<file path="src/rtl/cs_1035_up.sv">
// cs_1035_up: LOW..HIGH up counter with enable, preset, range-checked load,
// terminal-count/wrap/error flags and registered BCD digits of the count.
module cs_1035_up #(
   parameter int unsigned W    = 6,
   parameter int unsigned LOW  = 10,
   parameter int unsigned HIGH = 35
) (
   input  logic         clk,
   input  logic         CLR,
   input  logic         PR,
   input  logic         EN,
   input  logic         LD,
   input  logic [W-1:0] D,
   output logic [W-1:0] Q,
   output logic         TC,
   output logic         WRAP,
   output logic         ERR,
   output logic [3:0]   TENS,
   output logic [3:0]   UNITS
);

   localparam logic [W-1:0] LOW_V     = W'(LOW);
   localparam logic [W-1:0] HIGH_V    = W'(HIGH);
   localparam logic [W-1:0] TEN_V     = W'(10);
   localparam logic [3:0]   LOW_TENS  = 4'(LOW / 10);
   localparam logic [3:0]   LOW_UNITS = 4'(LOW % 10);

   logic [W-1:0] q_q, q_d;
   logic         wrap_q, wrap_d;
   logic         err_q, err_d;
   logic [3:0]   tens_q, tens_d;
   logic [3:0]   units_q, units_d;

   // Next count and flags: preset > load > count > hold; BCD from next count
   always_comb begin
      q_d    = q_q;
      wrap_d = 1'b0;
      err_d  = 1'b0;
      if (!PR) begin
         q_d = HIGH_V;
      end else if (LD) begin
         if ((D >= LOW_V) && (D <= HIGH_V)) begin
            q_d = D;
         end else begin
            q_d   = LOW_V;
            err_d = 1'b1;
         end
      end else if (EN) begin
         if (q_q == HIGH_V) begin
            q_d    = LOW_V;
            wrap_d = 1'b1;
         end else if ((q_q < LOW_V) || (q_q > HIGH_V)) begin
            // out-of-range count recovers silently, no wrap pulse
            q_d = LOW_V;
         end else begin
            q_d = q_q + W'(1);
         end
      end
      tens_d  = 4'(q_d / TEN_V);
      units_d = 4'(q_d % TEN_V);
   end

   // State registers with asynchronous reset to LOW
   always_ff @(posedge clk or negedge CLR) begin
      if (!CLR) begin
         q_q     <= LOW_V;
         wrap_q  <= 1'b0;
         err_q   <= 1'b0;
         tens_q  <= LOW_TENS;
         units_q <= LOW_UNITS;
      end else begin
         q_q     <= q_d;
         wrap_q  <= wrap_d;
         err_q   <= err_d;
         tens_q  <= tens_d;
         units_q <= units_d;
      end
   end

   assign Q     = q_q;
   assign TC    = (q_q == HIGH_V);
   assign WRAP  = wrap_q;
   assign ERR   = err_q;
   assign TENS  = tens_q;
   assign UNITS = units_q;

endmodule
</file>
<file path="config.mk">
export PLATFORM = sky130hd
export DESIGN_NAME = cs_1035_up
export DESIGN_NICKNAME = d
export VERILOG_FILES = /design/src/rtl/cs_1035_up.sv
export SDC_FILE = /design/constraint.sdc
export NUM_CORES = 1
export LEC_CHECK = 0
export ABC_AREA = 1
export BUFFER_PORTS_ARGS = -buffer_cell sky130_fd_sc_hd__buf_2
export CORE_UTILIZATION = 50
export CTS_CLUSTER_SIZE = 10
export DETAILED_ROUTE_END_ITERATION = 12
export PLACE_DENSITY_LB_ADDON = 0.05
export REMOVE_ABC_BUFFERS = 1
export SLEW_MARGIN = 20
export SYNTH_ARGS = -nofsm -noshare
export SYNTH_HDL_FRONTEND = slang
export SYNTH_SLANG_ARGS = --single-unit
</file>
<file path="constraint.sdc">
create_clock -name clk -period 4.4 [get_ports clk]
set_input_delay 0.44 -clock clk [delete_from_list [all_inputs] [get_ports clk]]
set_output_delay 0.44 -clock clk [all_outputs]
set_load 0.01 [all_outputs]
</file>
==> impl_metrics.json, run 1 <==
{
  "critical_path_arrival_ns": 2.60,
  "final_common_cell": "nand2_1",
  "area_growth_pct": 14.9,
  "synth_area_leader_cell": "dfrtp_1",
  "cts.sinks": 14,
  "final_hold_viol_count": 0,
  "relSlewSlack_pct": 59.7,
  "yosysSeqAreaShare_pct": 33.7,
  "final_cell_mix": "37 x nand2_1, 26 x buf_2, 15 x inv_1",
  "p_per_area_mw_per_mm2": 297,
  "dieWidth_um": 47.8,
  "globalplace.congestion": 0.853,
  "grt_overflow": 0,
  "netlist_area_mm2": 0.00105,
  "synthDominantCellAreaShare_pct": 26.2,
  "worstPathRequired_ns": 4.60,
  "wl_um": 2070,
  "path_common_cell": "nand2_1",
  "layout.nets": 185,
  "postCtsSetupBuffers": 0,
  "drt_iter0_markers": 11,
  "synth_cells": 145,
  "worst-path-max-fanout": 6,
  "cts.clk_slew.worst_paths_ns": 0.09,
  "cp-start-kind": "flop",
  "path_buf_inv": 2,
  "first_pass_iters": 4,
  "dp.cells": 194,
  "yosys_warnings": 0,
  "cts_buffers": 3,
  "r2r.worst_path.cells": 17,
  "min_path_type": "in2async",
  "timing.rr.start": "Q[1]",
  "r2r-end": "UNITS[3]",
  "die_h_um": 47.8,
  "syn_area_per_cell_um2": 7.24,
  "wl_per_cell_um": 10.5,
  "nFillCells": 206,
  "ctsResizeCount": 0,
  "ant_nets": 0,
  "ios": 28,
  "vias_per_cell": 4.90,
  "io_buffers": 26,
  "crit_path_cell_trace": "ha_1 -> nand2_4 -> nor2_2 -> nand3_1 -> nand2_1 -> nor2_2 -> a21oi_1 -> nand3_2 -> a21o_1 -> nand2_1 -> inv_1 -> ha_1 -> inv_1 -> nand3_1 -> nand2_1 -> nand2_1 -> nand2_1",
  "fin_skew_ns": 0.0180,
  "ys_top_cells_by_area": "dfrtp_1 26%, nand2_1 13%, dfstp_2 7.5%",
  "crit_slowest_cell": "dfstp_2",
  "grt_pass1_vias": 759,
  "worst_pin_slew_ns": 0.599,
  "outcome": "completed",
  "grt_setup_unrepaired": "no",
  "maxCapViolations": 0,
  "hpwl_um": 1690,
  "remaining_drc_errors": 0,
  "power.leakage_uw": 0.000641,
  "ctsHoldBuffers": 0,
  "clock.fmax_ghz": 0.418,
  "fin_crit_sh_pct": 54.4,
  "cts_max_level": 1,
  "fin_util_pct": 61.5,
  "setup_viol": 0,
  "grt_max_degree": 15,
  "max_stage_delay_ns": 0.56,
  "antenna_cells": 0,
  "cts_buffer_depth": 2,
  "grt_antenna_before_repair": 0,
  "coreArea_mm2": 0.00196,
  "layout_min_cycle_time_ns": 2.39,
  "cts_tree": "built",
  "die_area_mm2": 0.00229,
  "path_class": "reg2reg",
  "initial_core_util_pct": 53.5,
  "std_cell_rows": 16,
  "end_kind": "flop",
  "drive_above_1_share_pct": 33.9,
  "clock_latency_ns": 0.28,
  "power.total_uw": 358,
  "dr_total_vias": 970,
  "final_max_slew_viol_count": 0,
  "track_usage_pct": 20.6,
  "instances_no_fill": 198,
  "grt_pass1_wl_um": 3280,
  "synth_cell_types": 27,
  "design_area_mm2": 0.00121,
  "reg2reg_slack_ns": 2.01,
  "crit_family": "simple AND/OR/NAND/NOR gates",
  "fin_setup_tns_ns": 0,
  "root_buffer": "clkbuf_4",
  "ys_ff_latch": 14,
  "max-vdd-ir-drop_mv": 0.275,
  "placed_area_mm2": 0.00118
}
-- metrics by stage --
stage	hold slack, ns	setup WS, ns
CTS	0.0421	2.00
finish	0.0317	2.01
floorplan	0.144	2.16
global route	0.0405	1.70
detailed placement	0.346	2.02
global placement	0.349	2.05
-- worst max path at each step --
stage	to	slack, ns	cells after the start	start
5_1_grt	UNITS[3]	1.70	17	Q[1]
3_5_place_dp	UNITS[3]	2.02	17	Q[1]
3_3_place_gp	UNITS[3]	2.05	17	Q[1]
2_1_floorplan	UNITS[3]	2.16	17	Q[1]
6_report	UNITS[3]	2.01	17	Q[1]
4_1_cts	UNITS[3]	2.00	17	Q[1]
-- registers in the layout, summed over array words and instances (netlist names) --
signal,count
Q,5
TENS,3
UNITS,4
WRAP,1
ERR,1
-- cells by family after synthesis --
kind of cell	Yosys count	synth area share (%)
other	1	0.357
and+or+nand+nor	87	40.9
buffers and inverters	23	10.0
adders and majority gates	2	2.38
DFF	14	33.7
AOI/OAI and AO/OA	18	12.6
-- cells in the mapped netlist --
master and count:
a21boi_4 1, o21ai_0 5, buf_6 1, a21oi_1 5
o21bai_2 1, o21ai_1 2, nand2_2 7, o2111ai_1 1
dfrtp_1 11, nand3_1 14, conb_1 1, nor2_2 6
inv_2 4, nand3_2 3, ha_1 2, nand2_4 2
dfstp_2 3, o21bai_4 1, nand3_4 1, nor2_1 14
nor3_1 2, a21o_1 1, nand2_1 37, nor4_1 1
inv_1 15, buf_4 3, o211ai_1 1
-- report_power, final --
part	total [uW]	leakage, uW	switching (uW)	internal (uW)
clock	72.9	0.0000150	37.8	35.1
combinational	127	0.000457	79.1	48.2
sequential	157	0.000169	9.61	148
total	358	0.000641	127	231
-- metal layers --
layer	global-route usage (%)	vias up	part of all wire, %
met5	0	-	0
met4	3.89	0	0.34
met3	6.42	2	5.3
met2	30.8	24	45
met1	29.6	434	49
li1	-	510	-
-- area by class of cell --
type	count	area, um^2	area share, %
repair buffers	26	130	10.8
inverters	19	71.3	5.91
flip-flops and latches	14	354	29.4
multi-input cells	108	591	49.0
well taps	27	33.8	2.80
clock buffers	4	26.3	2.18
(Power assumes the default switching activity.)
==> run 2: changes to the inputs <==
- CORE_UTILIZATION: 50 -> 46
- clock period: 4.4 -> 2.2 ns (I/O delays scaled with it)
==> run 2 against run 1 <==
The flow now finishes with violations (setup timing). Sequential power grew 100%. Wire length up 31%. Final area up 23%. Total power increased by 130%. Critical path depth decreased by 2. Combinational power rose to 2.9 times the previous value. Non-clock buffer count up 22. Clock skew down 0.013 ns. Worst hold slack improved by 0.13 ns. Sequential cell count unchanged. Die area grew 8.3%.
==> impl_metrics.json, run 2 (synthesized netlist as in run 1, its figures left out) <==
{
  "outcome": "finished, violations left",
  "violations": "setup timing",
  "wl_per_cell_um": 12.4,
  "area_growth_pct": 40.9,
  "cts_buffer_depth": 2,
  "remaining_drc_errors": 0,
  "grt_antenna_before_repair": 0,
  "dr_total_vias": 1098,
  "whs_endpoint": "UNITS[0]",
  "clock_latency_ns": 0.28,
  "path_class": "reg2reg",
  "use_met3_pct": 4.63,
  "fin_setup_tns_ns": -0.156,
  "grt_use_met2_pct": 38.7,
  "timing.hold.ws_ns": 0.160,
  "worst-path-max-fanout": 5,
  "ios": 28,
  "vias_per_cell": 4.99,
  "globalRouteMet1Util_pct": 28.1,
  "cts.clk_slew.worst_paths_ns": 0.08,
  "fin_crit_sh_pct": 104,
  "cts_max_level": 1,
  "antenna_cells": 0,
  "max-vdd-ir-drop_mv": 0.437,
  "track_usage_pct": 22.2,
  "root_buffer": "clkbuf_4",
  "crit_family": "simple AND/OR/NAND/NOR gates",
  "r2r.worst_path.cells": 15,
  "grt_pass1_wl_um": 4190,
  "end_kind": "flop",
  "pre_cts_ws_ns": -0.100,
  "fin_skew_ns": 0.00527,
  "worst_pin_slew_ns": 0.717,
  "grt_overflow": 0,
  "final_max_slew_viol_count": 0,
  "crit_path_cell_trace": "ha_4 -> nand2_4 -> nor2_4 -> nand3_1 -> nand2_1 -> nor2_2 -> a21oi_2 -> nand3_4 -> a21o_1 -> nand2_2 -> inv_2 -> ha_4 -> inv_2 -> nand2_1 -> nand2_1",
  "max_stage_delay_ns": 0.56,
  "clock.fmax_ghz": 0.437,
  "path_buf_inv": 2,
  "power.total_uw": 829,
  "worstPathRequired_ns": 2.37,
  "coreArea_mm2": 0.00206,
  "hpwl_um": 1820,
  "maxCapViolations": 0,
  "wl_um": 2720,
  "dieWidth_um": 49.8,
  "placed_area_mm2": 0.00127,
  "first_pass_iters": 4,
  "final_hold_viol_count": 0,
  "path_common_cell": "nand2_1",
  "cts_tree": "built",
  "ant_nets": 0,
  "initial_core_util_pct": 50.9,
  "cts_buffers": 3,
  "final_common_cell": "nand2_1",
  "setup_viol": 2,
  "layout_min_cycle_time_ns": 2.29,
  "die_h_um": 49.8,
  "power.leakage_uw": 0.000762,
  "cts.sinks": 14,
  "die_area_mm2": 0.00248,
  "hold_start": "D[0]",
  "nFillCells": 158,
  "design_area_mm2": 0.00148,
  "grt_max_degree": 15,
  "r2r-end": "UNITS[2]",
  "drive_above_1_share_pct": 50.8,
  "largest_register_ffs": 5,
  "globalplace.congestion": 0.890,
  "std_cell_rows": 16,
  "io_buffers": 26,
  "relSlewSlack_pct": 51.7,
  "whs_path_depth": 3,
  "grt_busiest_layer": "met2",
  "reg2reg_slack_ns": -0.09,
  "final_cell_mix": "33 x nand2_1, 26 x buf_2, 20 x buf_4",
  "grt_setup_unrepaired": "yes",
  "timing.rr.start": "Q[1]",
  "grt_pass1_vias": 953,
  "p_per_area_mw_per_mm2": 560,
  "cp-start-kind": "flop",
  "critical_path_arrival_ns": 2.45,
  "crit_slowest_cell": "dfstp_2",
  "layout.nets": 207,
  "fin_ws_ns": -0.0867,
  "min_path_type": "in2reg",
  "drt_iter0_markers": 26
}
==> run 2: per-layer routing <==
layer / share of wire, % / up-vias
met5: 0 / -
met4: 1.3 / 0
met3: 4.9 / 4
met2: 50 / 34
met1: 44 / 506
li1: - / 554
==> run 2: power by group <==
group          internal [uW]  switching [uW]
Combinational            163             203
Clock                   70.5            78.6
Sequential               296            18.8
Total                    529             300
==> run 2: final cells by class <==
class	count	area, um^2	share of cell area [%]
Multi-Input combinational cell	108	692	46.8
Sequential cell	14	354	23.9
Timing Repair Buffer	48	302	20.4
Inverter	19	71.3	4.82
Tap cell	27	33.8	2.28
Clock buffer	4	26.3	1.78
==> run 2: worst min-delay path: cells and delay by family <==
family        cells  cell delay (ns)
buf+inv           1             0.07
simple gates      2             0.12
==> run 2: timing repair <==
action | CTS | global route
pin swaps | 12 | 13
buffers inserted | 4 | 5
gates cloned | 0 | 0
hold buffers | 1 | 0
endpoints found under the hold margin | 11 | 0
gates resized for setup | 14 | 12
setup endpoints to repair | 3 | 4
==> run 2: worst max-delay path by stage <==
stage,startpoint,endpoint,slack (ns),cells after the start
finish,Q[1],UNITS[2],-0.09,15
global route,Q[1],UNITS[3],-0.22,16
CTS,Q[1],UNITS[3],0.001,17
detailed placement,Q[1],UNITS[3],-0.10,17
global placement,Q[1],UNITS[3],-0.06,17
floorplan,Q[1],UNITS[3],-0.04,17
==> run 2: stage by stage <==
stage | utilization [%] | cells
final | 71.7 | 220
after detailed placement | 61.6 | 206
after global placement | 61.6 | 206
after floorplan | - | 141
after global routing | 71.7 | 220
after CTS | 67.6 | 215
==> run 3: changes to the inputs <==
- REMOVE_ABC_BUFFERS: 1 -> unset
==> run 3 against run 2 <==
The flow still finishes with violations (setup timing). Die area did not move. Final area is 5.6% higher. Sequential power about the same. Core utilization up 4.0 points. Sequential cell count unchanged. Highest routed layer unchanged.
==> impl_metrics.json, run 3 (synthesized netlist as in run 1, its figures left out) <==
{
  "hpwl_um": 1940,
  "p_seq_share_pct": 35.3,
  "die_area_mm2": 0.00248,
  "path_class": "reg2reg",
  "p_per_area_mw_per_mm2": 572,
  "globalplace.congestion": 0.829,
  "final_hold_viol_count": 0,
  "final_max_slew_viol_count": 0,
  "drt_iter0_markers": 31,
  "cts_buffers": 3,
  "drive_above_1_share_pct": 54.5,
  "cts.sinks": 14,
  "worst_pin_slew_ns": 0.717,
  "layout.nets": 212,
  "dr_total_vias": 1163,
  "worstPathRequired_ns": 2.42,
  "timing.hold.ws_ns": 0.165,
  "root_buffer": "clkbuf_4",
  "dp.cells": 206,
  "ios": 28,
  "initial_core_util_pct": 50.9,
  "end_kind": "flop",
  "die_h_um": 49.8,
  "clock.fmax_ghz": 0.425,
  "remaining_drc_errors": 0,
  "grt_setup_unrepaired": "yes",
  "max-vdd-ir-drop_mv": 0.574,
  "final_common_cell": "nand2_1",
  "layout_min_cycle_time_ns": 2.35,
  "outcome": "finished, violations left",
  "min_path_type": "in2reg",
  "track_usage_pct": 26.8,
  "instances_no_fill": 225,
  "antenna_cells": 0,
  "wl_per_cell_um": 14.0,
  "critical_path_arrival_ns": 2.57,
  "vias_per_cell": 5.17,
  "grt_pass1_wl_um": 4930,
  "cts_tree": "built",
  "synth.net_count": 158,
  "std_cell_rows": 16,
  "power.leakage_uw": 0.000795,
  "cts_max_level": 1,
  "ant_nets": 0,
  "p_comb_share_pct": 44.0,
  "maxCapViolations": 0,
  "cts_buffer_depth": 2,
  "largest_register_ffs": 5,
  "p_clk_share_pct": 20.7,
  "final_cell_mix": "30 x nand2_1, 26 x buf_2, 24 x buf_4",
  "grt_overflow": 0,
  "setup_viol": 3,
  "grt_antenna_before_repair": 0,
  "violations": "setup timing",
  "cts.clk_slew.worst_paths_ns": 0.09,
  "wl_um": 3140,
  "io_buffers": 26,
  "pre_cts_ws_ns": -0.103,
  "power.total_uw": 894,
  "relSlewSlack_pct": 51.7,
  "swShare_pct": 36.6,
  "coreArea_mm2": 0.00206,
  "fin_ws_ns": -0.155,
  "grt_pass1_vias": 1118,
  "dieWidth_um": 49.8,
  "worst-path-max-fanout": 4,
  "p_int_uw": 567,
  "switchingPower_uw": 327,
  "first_pass_iters": 4,
  "fin_util_pct": 75.7,
  "grt_max_degree": 15,
  "clock_latency_ns": 0.28,
  "area_growth_pct": 48.7,
  "fin_crit_sh_pct": 107,
  "cp-start-kind": "flop",
  "fin_skew_ns": 0.00902
}
run 3: path summary, 6_finish.rpt:
path | cells past startpoint | slack [ns] | endpoint | startpoint
worst min register to register | 3 | 0.74 | WRAP | Q[4]
worst max register to register | 17 | -0.15 | UNITS[3] | Q[1]
min in group asynchronous | 2 | 0.35 | UNITS[0] | CLR
max in group asynchronous | 2 | 1.56 | TENS[0] | CLR
worst max-delay path | 17 | -0.15 | UNITS[3] | Q[1]
worst min-delay path | 3 | 0.17 | UNITS[0] | D[0]
run 3: stage by stage:
| stage | TNS [ns] | instance area [um^2] |
|---|---|---|
| after floorplan | 0 | 1060 |
| after global placement | -0.0879 | 1280 |
| after detailed placement | -0.227 | 1280 |
| after CTS | -0.0561 | 1460 |
| after global routing | -0.772 | 1560 |
| final | -0.359 | 1560 |
run 3: repair_timing:
item,CTS,global route
hold endpoints to repair,11,0
setup endpoints to repair,3,4
setup buffers,9,5
pin swaps,12,22
hold buffers,1,0
gates resized for setup,19,14
run 3: worst max-delay path, cell delays in order, from the launching register on:
cell	delay [ns]
dfstp_2	0.57
ha_4	0.16
nand2_4	0.06
nor2_4	0.08
nand3_1	0.07
nand2_1	0.08
nor2_2	0.05
a21oi_2	0.23
nand3_4	0.13
a21o_1	0.23
nand2_2	0.09
inv_2	0.05
ha_4	0.16
inv_2	0.05
nand3_2	0.06
nand2_1	0.08
nand2_1	0.06
nand2_1	0.07
run 3: cell type report:
class	count	area [um^2]
clock buffers	4	36.3
repair buffers	53	343
well taps	27	33.8
flip-flops and latches	14	354
multi-input cells	108	723
inverters	19	71.3
fillers	154	500
run 3: power by group through the flow:
stage / registers (uW) / clock network [uW] / logic (uW)
detailed placement: 318 / 0 / 293
floorplan: 336 / 0 / 168
CTS: 314 / 188 / 348
global route: 318 / 202 / 428
global placement: 317 / 0 / 287
finish: 315 / 185 / 393
run 3: metal layers:
metal  up-vias  track usage [%]  routed length, um
met3        14             5.86                119
li1        564                -                  -
met2        43             44.4               1560
met1       542             33.7               1350
met4         0             10.5                108
met5         -                0                  0
